<file path="src/rtl/nibble_serial_adder.sv">
// rtl/nibble_serial_adder.sv - nibble-serial wide adder built on a 4-bit lookahead slice
// One nibble per clock, LSB first; start/busy/done handshake, one add in flight.
module nibble_serial_adder #(
  parameter int NIBBLES = 4
) (
  input  logic                 clk,
  input  logic                 rst_n,
  input  logic                 start,
  input  logic [4*NIBBLES-1:0] a,
  input  logic [4*NIBBLES-1:0] b,
  input  logic                 cin,
  output logic                 busy,
  output logic                 done,
  output logic [4*NIBBLES-1:0] sum,
  output logic                 cout
);

  localparam int W  = 4 * NIBBLES;
  localparam int IW = (NIBBLES > 1) ? $clog2(NIBBLES) : 1;

  typedef enum logic {IDLE, RUN} state_t;

  state_t         state, state_nxt;
  logic [W-1:0]   opa, opb;
  logic           carry;
  logic [IW-1:0]  index;
  logic [IW+1:0]  base;
  logic [3:0]     na, nb, g, p, c, nsum;
  logic           c4;
  logic           last;

  // Lookahead slice on the nibble selected by index; carry chain is flat, not rippled.
  always_comb begin
    base = {index, 2'b00};
    na   = opa[base +: 4];
    nb   = opb[base +: 4];
    g    = na & nb;
    p    = na ^ nb;
    c[0] = carry;
    c[1] = g[0] | (p[0] & carry);
    c[2] = g[1] | (p[1] & g[0]) | (p[1] & p[0] & carry);
    c[3] = g[2] | (p[2] & g[1]) | (p[2] & p[1] & g[0]) | (p[2] & p[1] & p[0] & carry);
    c4   = g[3] | (p[3] & g[2]) | (p[3] & p[2] & g[1]) | (p[3] & p[2] & p[1] & g[0])
         | (p[3] & p[2] & p[1] & p[0] & carry);
    nsum = p ^ c;
    last = (index == IW'(NIBBLES - 1));
  end

  always_ff @(posedge clk or negedge rst_n) begin
    if (!rst_n) state <= IDLE;
    else        state <= state_nxt;
  end

  always_comb begin
    state_nxt = state;
    case (state)
      IDLE:    if (start) state_nxt = RUN;
      RUN:     if (last)  state_nxt = IDLE;
      default: state_nxt = IDLE;
    endcase
  end

  always_comb begin
    busy = (state == RUN);
  end

  always_ff @(posedge clk or negedge rst_n) begin
    if (!rst_n) begin
      opa   <= '0;
      opb   <= '0;
      carry <= 1'b0;
      index <= '0;
      sum   <= '0;
      cout  <= 1'b0;
      done  <= 1'b0;
    end else begin
      done <= 1'b0;
      if (state == IDLE) begin
        if (start) begin
          opa   <= a;
          opb   <= b;
          carry <= cin;
          index <= '0;
          sum   <= '0;
          cout  <= 1'b0;
        end
      end else begin
        sum[base +: 4] <= nsum;
        carry          <= c4;
        index          <= index + 1'b1;
        if (last) begin
          cout <= c4;
          done <= 1'b1;
        end
      end
    end
  end

endmodule

</file>
<file path="config.mk">
export PLATFORM = sky130hd
export DESIGN_NAME = nibble_serial_adder
export DESIGN_NICKNAME = d
export VERILOG_FILES = /design/src/rtl/nibble_serial_adder.sv
export SDC_FILE = /design/constraint.sdc
export NUM_CORES = 1
export LEC_CHECK = 0
export ABC_AREA = 1
export BUFFER_PORTS_ARGS = -buffer_cell sky130_fd_sc_hd__buf_2
export CORE_ASPECT_RATIO = 0.75
export CORE_MARGIN = 4
export CORE_UTILIZATION = 50
export CTS_BUF_LIST = sky130_fd_sc_hd__clkbuf_8
export DETAILED_ROUTE_END_ITERATION = 6
export PLACE_DENSITY = 0.73
export SYNTH_ARGS = -nofsm -noshare
export SYNTH_HDL_FRONTEND = slang
export SYNTH_SLANG_ARGS = --single-unit
</file>
<file path="constraint.sdc">
create_clock -name clk -period 4.4 [get_ports clk]
set_input_delay 1.32 -clock clk [delete_from_list [all_inputs] [get_ports clk]]
set_output_delay 1.32 -clock clk [all_outputs]
set_load 0.005 [all_outputs]
</file>
### After elaboration in Yosys (flattened, before gate mapping)

Index checks and enable logic that the tools add are counted.

| cells by class | value |
|---|---|
| $add $sub $neg | 2 |
| equal/unequal tests | 2 |
| shift-type cells | 4 |
| mux-type cells | 15 |
| reductions and logical operators | 3 |
| bitwise operators | 30 |

Operator list:

| cell | count |
|---|---|
| two-way mux 16 bit | 2 |
| indexed part select 16 x 5 -> 4 bit | 2 |
| AND 1 bit | 16 |
| bitwise mux 16 bit | 1 |
| variable shift 4 x 6 -> 16 bit (first input constant) | 1 |
| indexed part select 4 x 6 -> 16 bit | 1 |
| OR 1 bit | 10 |
| two-way mux 1 bit | 9 |
| bitwise XOR 4 bit | 2 |
| negator 4 -> 6 bit | 1 |
| AND 4 bit | 1 |
| two-way mux 2 bit | 2 |
| AND reduction 2 bit | 2 |
| adder 2 x 1 -> 2 bit (second input constant) | 1 |
| == test 2 bit (second input constant) | 1 |
| inequality test 2 x 1 -> 1 bit (second input constant) | 1 |
| case mux 1 bit (2 select lines) | 1 |
| nonzero test 2 bit | 1 |
| inverter 1 bit | 1 |

| storage, ports and cells | value |
|---|---|
| output and inout port bits | 19 |
| word-level logic and storage cells | 64 |
| flip-flop bits (word level) | 54 |
| input port bits | 36 |

### Logic depth before layout (Yosys ltp)

| depth | value |
|---|---|
| depth in word-level cells | 10 |
| gate-level depth with buffers | 14 |
| depth with buffers taken out | 13 |

### Worst setup path after synthesis

Ideal clock, no wire load.

| timing | value |
|---|---|
| path type | register -> register |
| from | register index[1] |
| to | register sum[15] |
| arrival time | 1868 ps |
| cell stages (with the launch flop) | 15 |
| path slack | 2467 ps |
| period minus slack after synthesis | 1933 ps |
| library setup time | 65 ps |
| cells stage by stage | dfrtp_1 > clkbuf_1 > inv_1 > o21ai_0 > o22ai_1 > ha_1 > nand2_1 > nand2_1 > nor2_1 > nand2_1 > nand2_2 > nand3_2 > nor2_2 > nand2_1 > nand2_1 |

| on the way | value |
|---|---|
| word-level cells in the longest chain between the ends | 10 |
| elaborated cells on any way between the ends | 25 |
| those cells by class | add/sub (1); shift (4); mux (2); bitwise (18) |

RTL lines:

| element | line | source |
|---|---|---|
| start: declaration | 26 | `logic [IW-1:0] index;` |
| start signal: assignment | 90 | `index <= index + 1'b1;` |
| indexed part select 16 x 5 -> 4 bit (on tied branches) | 35, 36 |  |
| bitwise XOR 4 bit or AND 4 bit (tied branches) | 38, 37 |  |
| AND 1 bit | 42 | `c[3] = g[2] \| (p[2] & g[1]) \| (p[2] & p[1] & g[0]) \| (p[2] & p[1] & p[0] & carry);` |
| OR 1 bit or AND 1 bit (tied branches) (2 in a row) | 42 |  |
| OR 1 bit | 42 |  |
| bitwise XOR 4 bit | 45 | `nsum = p ^ c;` |
| indexed part select 4 x 6 -> 16 bit | 88 | `sum[base +: 4] <= nsum;` |
| bitwise mux 16 bit (*) | 88 |  |
| two-way mux 16 bit (*) | 78 | `if (state == IDLE) begin` |
| end signal: indexed assignment | 88 |  |
| end: declaration | 14 | `output logic [4*NIBBLES-1:0] sum,` |

Mark *: on every way between the ends. The rest lies on a longest branch, timed or not.
A chain may end at the register's enable or synchronous reset.

### Worst setup path in the final report

| timing | value |
|---|---|
| from | register index[0] |
| to | register sum[7] |

The elaborated chain is that of the path after synthesis.

==> results.md <==
- Status: finished, final reports clean
- Biggest cell delay along the critical path: approximately 0.83 ns
- Clock skew: 0.007713 ns
- WL per Instance: 13.29 um
- Most frequent cell after synthesis: nand2_1
- Crit path max fanout: 25
- Vias: roughly 2.2k
- Synthesized area: 0.002564 mm2
- Number of global-route vias before repair: around 2k
- Max transition margin: 50.34%
- Fin worst setup slack: about 1.6 ns
- CTS buffer count: 5
- CP Capture Type: register
- RSZ-0062 raised after global routing: false
- Maximum vdd ir drop: between 0.2 and 0.3 mV
- Register bit total from synthesis: 54
- Slowest CP cell: dfrtp_1
- Filler cell count: approximately 470
- Critical path data arrival time: 3.00 ns
- Fmax achieved: 363.1 MHz
- Drt total wl: 5.607 mm
- Crit path max-delay family: flip-flops
- Hold crit path type: reg -> reg
- Setup Buffers After CTS: 0
- Clk pwr share: between 10% and 20%
- Pre-CTS setup slack: approximately 1.7 ns
- DIE WIDTH: around 91 um
- Number of enable flip-flop cells after synthesis: 0
- CP bufs+invs: 1
- GPL Wtd Cong: between 0.8 and 0.9
- Core Region: around 0.005 mm2
- Chip height: around 70 um
- TritonRoute pass-1 iters: 4
- Sequential element share of the synthesized area: around 53%
- Crit path launch type: register
- Layout cells sized above 1: slightly above 20%
- Synth cell count leaders: nand2_1 (139), dfrtp_1 (54), o21ai_0 (25), nor2_1 (23), inv_1 (13)
- Total power: around 0.0023 W
- Slew Viols, Final: 0
- Ant diodes: 0
- Global-route wire length before repair: between 9 and 10 mm
- Gate power share: 49.9%
- Max-Cap Viols: 0
- Clk buf depth: 2
- Tmin final: between 2 and 3 ns
- Area Overhead vs Synth: 14.69%
- Ranking of synthesized cells by area: dfrtp_1 (53%), nand2_1 (20%), o21ai_0 (4.9%)
- Die Area: 0.006349 mm2
- GRT Total Usage: around 18%
- Library cells used by synthesis: 25
- Multi-input gate area: roughly 0.0011 mm2
- H-Tree Depth: 2
- Crit path depth: 13
- DRT iter0 DRCs: between 150 and 200
- Pleak: about 1.7 nW
- Main flop type after synthesis: dfrtp_1
- Antenna violations before repair: 0
- Syn avg cell area: just over 8 um2
- Vias per cell: 5.133
- Post-synthesis cell count: roughly 310
- Port-buffer cells: between 50 and 60
- Pin count of the biggest net entering global routing: 37
- IO Pins: 55
- Async SR Flop Fraction: 100.0%
- Required @ worst endpoint: around 4.7 ns
- P_int: between 0.001 and 0.0015 W
- Sequential Area: between 0.001 and 0.0015 mm2
- Final setup viols: 0
- Slew @ Worst Pin: ~0.74 ns
- Initial Util: between 50% and 60%
- Hold-fix buffers, CTS: 0
- Clock root buffer master: clkbuf_8
- Num rows: 22
- Pwr dens: 781.7 mW/mm2
- Worst hold stages: 2
- Final-report hold violation count: 0
- Hold WS: 0.4812 ns
- Switching power: approximately 0.0010 W
- Grt ovf: 0
- Worst reg-to-reg path cell count: 13
- DRC viols: 0
- Clock-pin transition on the worst setup and hold timing paths: roughly 0.090 ns
- Switching share of power: approximately 45%
- Clk sinks: between 50 and 60
- Yosys top cell by area: dfrtp_1
- Yosys warns: 0
- Layout Nets: approximately 410
- TritonCTS clock tree: done
- TNS Setup: 0 ns
- Flop pwr share: a little under two fifths
- Area share of the largest cell type after synthesis: 52.71%
- CP Cell Sequence: inv_2 > o21ai_0 > o22ai_1 > ha_1 > nand2_1 > nand2_1 > nor2_1 > nand2_1 > nand2_2 > nand3_2 > nor2_2 > nand2_1 > nand2_1
- # resized after CTS: 0
- Hpwl dp: ~4.1 mm
- Syn_nets: roughly 360
- Final period util: 62.60%
- CP most frequent cell: nand2_1
- Crit Path Category: reg -> reg
- Clock Latency Late Sink: 0.31 ns
- Post-route ant nets: 0
tightest hold or removal path, stage by stage, from the launching register on:
cell and delay [ns]:
dfrtp_1 0.35, nand2_1 0.05, nand2_1 0.05
power by group through the flow:
stage | Sequential, W | Combinational, W | Clock [W]
2_1_floorplan | 0.000799 | 0.000918 | 0
3_3_place_gp | 0.000870 | 0.00111 | 0
3_5_place_dp | 0.000872 | 0.00115 | 0
4_1_cts | 0.000867 | 0.00115 | 0.000287
5_1_grt | 0.000894 | 0.00134 | 0.000305
6_report | 0.000871 | 0.00115 | 0.000279
cell usage in the layout, fill, tap and decap left out, types with 3 or more instances in the layout:
master / synthesis / final
buf_2: 6 / 54
clkbuf_8: 0 / 6
dfrtp_1: 54 / 54
ha_1: 9 / 9
inv_1: 13 / 14
nand2_1: 139 / 139
nand3_1: 7 / 7
nand4_1: 3 / 3
nor2_1: 23 / 23
o21ai_0: 25 / 25
o22ai_1: 8 / 8
through the flow:
stage	cells	cell area (um2)	utilization, %
2_1_floorplan	311	2564	-
3_3_place_gp	414	2849	57.82
3_5_place_dp	414	2849	57.82
4_1_cts	422	2940	59.68
5_1_grt	422	2940	59.68
6_report	422	2940	59.68
flip-flops by register name (all words and copies together) (netlist names):
signal  count
opa        16
opb        16
sum        16
index       2
busy        1
carry       1
cout        1
done        1
kinds of logic (layout without fill, tap and decap cells):
family,count (synthesis),count (layout),share of synthesized area (%)
AOI/OAI and AO/OA,40,40,8.687
buffers and inverters,28,79,5.076
adders and majority gates,10,10,5.173
DFF,54,54,52.71
xor gates and xnor gates,2,2,0.9763
and+or+nand+nor,177,177,27.38
area by class of cell:
cell class,count,area share [%]
Clock inverter,2,0.2979
Inverter,16,2.128
Sequential cell,54,45.96
Multi-Input combinational cell,229,36.81
Clock buffer,6,2.809
Tap cell,60,2.553
Timing Repair Buffer,55,9.447
routing by layer:
layer,GRT usage [%],vias up,routed length (um)
met5,0,-,0
met4,7.640,0,97
met3,4.629,10,415
met2,26.46,72,2321
met1,26.33,1001,2773
li1,-,1083,-
final timing paths:
check                         start      end  slack [ns]
hold / removal               sum[2]   sum[2]        0.48
min in group asynchronous     rst_n  opa[13]        1.06
setup / recovery           index[0]   sum[7]        1.65
setup reg to reg           index[0]   sum[7]        1.65
max in group asynchronous     rst_n   opa[2]        2.60
hold reg to reg              sum[2]   sum[2]        0.48
No activity file was read; power rests on OpenSTA's default activity.
